### src/rtl/ring_arbiter.sv
// ring_arbiter: 4-requester round-robin arbiter with a rotating one-hot token.
// A requester keeps the resource for as long as it holds its req bit. When it
// lets go, the token moves to the next index and at least one idle cycle
// follows before any new grant.
//
// Optional feature: define RING_ARB_TIMEOUT_EN to revoke a grant after
// MAX_HOLD cycles. A revocation raises a one-cycle timeout pulse and rotates
// the token. Without the macro, grants are unlimited and timeout is tied to 0.
//
// Ports:
//   clk     - clock; all state changes on the rising edge
//   rst     - synchronous, active-low reset
//   req     - [3:0] per-requester request level
//   grant   - [3:0] one-hot (or zero) grant, registered
//   owner   - [1:0] index of current owner while busy, else 0, registered
//   busy    - high while any grant bit is set, registered
//   token   - [3:0] one-hot highest-priority requester, registered
//   timeout - one-cycle pulse when a grant is forcibly revoked, registered
module ring_arbiter #(
  parameter int unsigned MAX_HOLD = 8
) (
  input  logic       clk,
  input  logic       rst,
  input  logic [3:0] req,
  output logic [3:0] grant,
  output logic [1:0] owner,
  output logic       busy,
  output logic [3:0] token,
  output logic       timeout
);

  localparam int unsigned N     = 4;
  localparam int unsigned IDX_W = 2;
  localparam int unsigned CNT_W = 8;
  localparam logic [CNT_W-1:0] HOLD_LIMIT = CNT_W'(MAX_HOLD - 1);

  typedef enum logic {
    IDLE = 1'b0,
    HOLD = 1'b1
  } state_t;

  state_t            state_q, state_d;
  logic [N-1:0]      grant_q, grant_d;
  logic [IDX_W-1:0]  owner_q, owner_d;
  logic              busy_q, busy_d;
  logic [N-1:0]      token_q, token_d;
  logic [IDX_W-1:0]  tok_idx_q, tok_idx_d;
  logic              timeout_q, timeout_d;
  logic [CNT_W-1:0]  cnt_q, cnt_d;

  logic              found;
  logic [IDX_W-1:0]  pick;
  logic [IDX_W-1:0]  cand;
  logic [IDX_W-1:0]  next_idx;

  // First requesting index at or above the token, wrapping mod 4.
  always_comb begin
    found = 1'b0;
    pick  = '0;
    cand  = '0;
    for (int k = 0; k < N; k++) begin
      cand = tok_idx_q + IDX_W'(k);
      if (!found && req[cand]) begin
        found = 1'b1;
        pick  = cand;
      end
    end
  end

  assign next_idx = owner_q + IDX_W'(1);

  // Next-state and next-output logic.
  always_comb begin
    state_d   = state_q;
    grant_d   = grant_q;
    owner_d   = owner_q;
    busy_d    = busy_q;
    token_d   = token_q;
    tok_idx_d = tok_idx_q;
    timeout_d = 1'b0;
    cnt_d     = cnt_q;

    case (state_q)
      IDLE: begin
        if (found) begin
          state_d = HOLD;
          grant_d = N'(1) << pick;
          owner_d = pick;
          busy_d  = 1'b1;
          cnt_d   = '0;
        end
      end

      HOLD: begin
        if (!req[owner_q]) begin
          // Voluntary release; token moves past the releasing owner.
          state_d   = IDLE;
          grant_d   = '0;
          owner_d   = '0;
          busy_d    = 1'b0;
          tok_idx_d = next_idx;
          token_d   = N'(1) << next_idx;
`ifdef RING_ARB_TIMEOUT_EN
        end else if (cnt_q == HOLD_LIMIT) begin
          // Owner still requesting at the limit: revoke and rotate.
          state_d   = IDLE;
          grant_d   = '0;
          owner_d   = '0;
          busy_d    = 1'b0;
          tok_idx_d = next_idx;
          token_d   = N'(1) << next_idx;
          timeout_d = 1'b1;
`endif
        end else if (cnt_q != HOLD_LIMIT) begin
          cnt_d = cnt_q + CNT_W'(1);
        end
      end

      default: begin
        state_d = IDLE;
      end
    endcase
  end

  // State and output registers with synchronous active-low reset.
  always_ff @(posedge clk) begin
    if (!rst) begin
      state_q   <= IDLE;
      grant_q   <= '0;
      owner_q   <= '0;
      busy_q    <= 1'b0;
      token_q   <= N'(1);
      tok_idx_q <= '0;
      timeout_q <= 1'b0;
      cnt_q     <= '0;
    end else begin
      state_q   <= state_d;
      grant_q   <= grant_d;
      owner_q   <= owner_d;
      busy_q    <= busy_d;
      token_q   <= token_d;
      tok_idx_q <= tok_idx_d;
      timeout_q <= timeout_d;
      cnt_q     <= cnt_d;
    end
  end

  assign grant   = grant_q;
  assign owner   = owner_q;
  assign busy    = busy_q;
  assign token   = token_q;
  assign timeout = timeout_q;

endmodule

### config.mk
export PLATFORM = sky130hd
export DESIGN_NAME = ring_arbiter
export DESIGN_NICKNAME = d
export VERILOG_FILES = /design/src/rtl/ring_arbiter.sv
export SDC_FILE = /design/constraint.sdc
export NUM_CORES = 1
export LEC_CHECK = 0
export CORE_MARGIN = 1.5
export CORE_UTILIZATION = 46
export CTS_CLUSTER_DIAMETER = 50
export DETAILED_ROUTE_END_ITERATION = 10
export PLACE_DENSITY = 0.84
export SETUP_SLACK_MARGIN = 0.02
export SLEW_MARGIN = 20
export SYNTH_ARGS = -nofsm -noshare
export SYNTH_HDL_FRONTEND = slang
export SYNTH_SLANG_ARGS = --single-unit
### constraint.sdc
create_clock -name clk -period 1.8 [get_ports clk]
set_clock_uncertainty 0.05 [all_clocks]
set_input_delay 0.18 -clock clk [delete_from_list [all_inputs] [get_ports clk]]
set_output_delay 0.18 -clock clk [all_outputs]
set_load 0.01 [all_outputs]
==> flow_metrics.py <==
metrics = {
    "run_status": {
        "status": "complete, no violations",
    },
    "clock_network": {
        "htree_levels": 1,
        "path_clk_slew_ns": 0.09,
        "cts.sinks": 14,
        "max-clock-path-buffers": 2,
        "cts_tree": "yes",
        "insertion_delay_ns": 0.28,
        "ctsRootBufferMaster": "clkbuf_4",
        "ctsResizeCount": 0,
        "numCtsBuffers": 3,
        "post-cts-setup-buffer-count": 0,
        "hold_buffers": 0,
    },
    "final_layout": {
        "synthToLayoutAreaGrowth_pct": 32.1,
        "utilization_pct": 68.1,
        "nNetsFinal": 108,
        "drive_above_1_share_pct": 14.4,
        "insertedDiodeCount": 0,
        "final_cell_count_no_fill": 112,
        "stdcell_area_um2": 931,
    },
    "global_routing": {
        "antenna_found_initial": 0,
        "grt_pass1_vias": 529,
        "track_usage_pct": 17.6,
        "grt_max_degree": 10,
        "grt_remaining_overflow": 0,
        "grt_pass1_wl_um": 2350,
    },
    "power": {
        "power.ir.vdd_worst_uv": 509,
        "power_leakage_nw": 0.388,
        "cellPowerDensity_nw_per_um2": 805,
    },
    "synth": {
        "synth_area_leaders": "dfxtp_1 (40%), mux2i_1 (8.5%), ha_1 (7.1%)",
        "synth-main-ff-cell": "dfxtp_1",
        "synth-seq-cells": 14,
        "netlist_top_cells_count": "dfxtp_1 (14), nand2_1 (10), mux2i_1 (6)",
        "synth_edf_count": 0,
        "synth_area_leader_cell": "dfxtp_1",
        "yosysUniqueCellTypes": 26,
        "syn_area_per_cell_um2": 9.39,
        "yosysTopAreaCellShare_pct": 39.8,
        "yosysMostFrequentCell": "dfxtp_1",
        "syn_area_um2": 704,
        "ys_warn_count": 0,
        "synth-seq-area-share_pct": 39.8,
        "syn_nets": 85,
        "async_flop_share_pct": 0,
        "synth_cells": 75,
    },
    "min_path": {
        "hold_path_class": "register to register",
    },
    "setup_path": {
        "cp.arrival_ns": 1.72,
        "start_kind": "register",
        "cp.required_ns": 1.95,
        "cp_max_fo": 7,
        "path_class": "register to register",
        "end_kind": "register",
    },
    "placed_design": {
        "post_dp_cell_area_um2": 895,
        "place_ws_ns": -0.0445,
        "gp_congestion": 0.867,
        "dpl.hpwl_um": 1090,
        "port_buffers": 16,
        "dp.cells": 108,
    },
    "detailed_routing": {
        "vias_per_cell": 5.39,
        "post_drt_wl_per_cell_um": 12.8,
        "num_vias": 604,
        "antenna_left": 0,
        "wirelength_um": 1430,
        "dr.pass1.iters": 4,
        "drc": 0,
        "dr.first_iter.drc_count": 6,
    },
    "die": {
        "rows": 13,
        "core_area_um2": 1370,
        "die_area_um2": 1770,
        "ios": 18,
        "die_x_um": 42.1,
        "chipHeight_um": 42.1,
        "start_util_pct": 51.6,
    },
    "sta": {
        "finalSetupViolCount": 0,
        "hold_viol": 0,
        "maxSlewViolCount": 0,
        "finalCriticalPeriod_ns": 1.57,
        "fin_ws_ns": 0.227,
        "fmax_ghz": 0.636,
        "timing.final.crit_share_pct": 87.4,
        "rsz0062_at_grt": "false",
    },
    "job": {
        "drv_cap": 0,
    },
}
[stage by stage]
step | hold WS, ns | TNS [ns] | total power [W]
5_1_grt | 0.463 | 0 | 0.000781
4_1_cts | 0.433 | 0 | 0.000752
3_5_place_dp | 0.418 | -0.186 | 0.000526
2_1_floorplan | 0.292 | 0 | 0.000456
6_report | 0.431 | 0 | 0.000750
3_3_place_gp | 0.411 | 0 | 0.000521
[area by class of cell]
type / instances / area [um2]
clock buffers: 4 / 36.3
multi-input cells: 53 / 375
well taps: 15 / 18.8
flip-flops and latches: 14 / 280
inverters: 4 / 15.0
fillers: 111 / 435
repair buffers: 22 / 205
[metal layers]
metal	track usage, %	up-vias	part of all wire [%]
met1	24.1	282	50
met3	2.59	5	3.1
li1	-	306	-
met4	14.4	0	3.2
met5	0	-	0
met2	24.1	11	43
[placed cells by master (no fill, tap or decap)]
master / n
nor2b_1: 4
o21a_1: 1
or3_4: 1
inv_1: 4
nand2b_1: 1
o21ai_0: 1
o22a_1: 1
mux2i_1: 6
clkbuf_8: 1
nor2_1: 5
o21ai_1: 1
ha_1: 4
nor4_1: 1
mux4_2: 1
o22ai_1: 3
nand2b_4: 1
clkbuf_4: 3
dfxtp_1: 14
o32ai_1: 4
and2_1: 1
conb_1: 1
buf_4: 6
o21ai_2: 1
nor3_1: 1
nand2_1: 10
clkdlybuf4s50_1: 16
a21oi_1: 4
[cell families (layout without fill, tap and decap cells)]
kind of cell             Yosys count  after routing  synth area share (%)
AO/OA/AOI/OAI                     16             16                  15.5
adder cells (fa/ha/maj)            4              4                  7.11
buffers and inverters              8             30                  6.93
flip-flops                        14             14                  39.8
multiplexers                       7              7                  11.7
other                              1              1                 0.532
AND/OR/NAND/NOR                   25             25                  18.5
[where the power goes]
| group | switching [W] | total (W) | internal [W] |
|---|---|---|---|
| Sequential | 0.0000182 | 0.000350 | 0.000332 |
| Clock | 0.000107 | 0.000230 | 0.000123 |
| Combinational | 0.0000781 | 0.000169 | 0.0000914 |
[final timing paths]
check	startpoint	end	slack, ns	depth (start not counted)
setup / recovery	tok_idx_q[1]$_SDFFE_PN0P_	grant[3]$_SDFFE_PN0P_	0.23	4
setup reg to reg	tok_idx_q[1]$_SDFFE_PN0P_	grant[3]$_SDFFE_PN0P_	0.23	4
hold reg to reg	grant[1]$_SDFFE_PN0P_	grant[1]$_SDFFE_PN0P_	0.43	2
hold / removal	grant[1]$_SDFFE_PN0P_	grant[1]$_SDFFE_PN0P_	0.43	2
[worst max-delay path: stages (launching register included)]
cell,delay (ns)
dfxtp_1,0.47
mux2i_1,0.21
nor2_1,0.07
or3_4,0.40
o32ai_1,0.27
[state kept, by name (all words and copies together) (netlist names)]
name and cells:
owner 2, state_q 1, token 4, grant 4, busy 1, tok_idx_q 2
No activity file was read; power rests on OpenSTA's default activity.
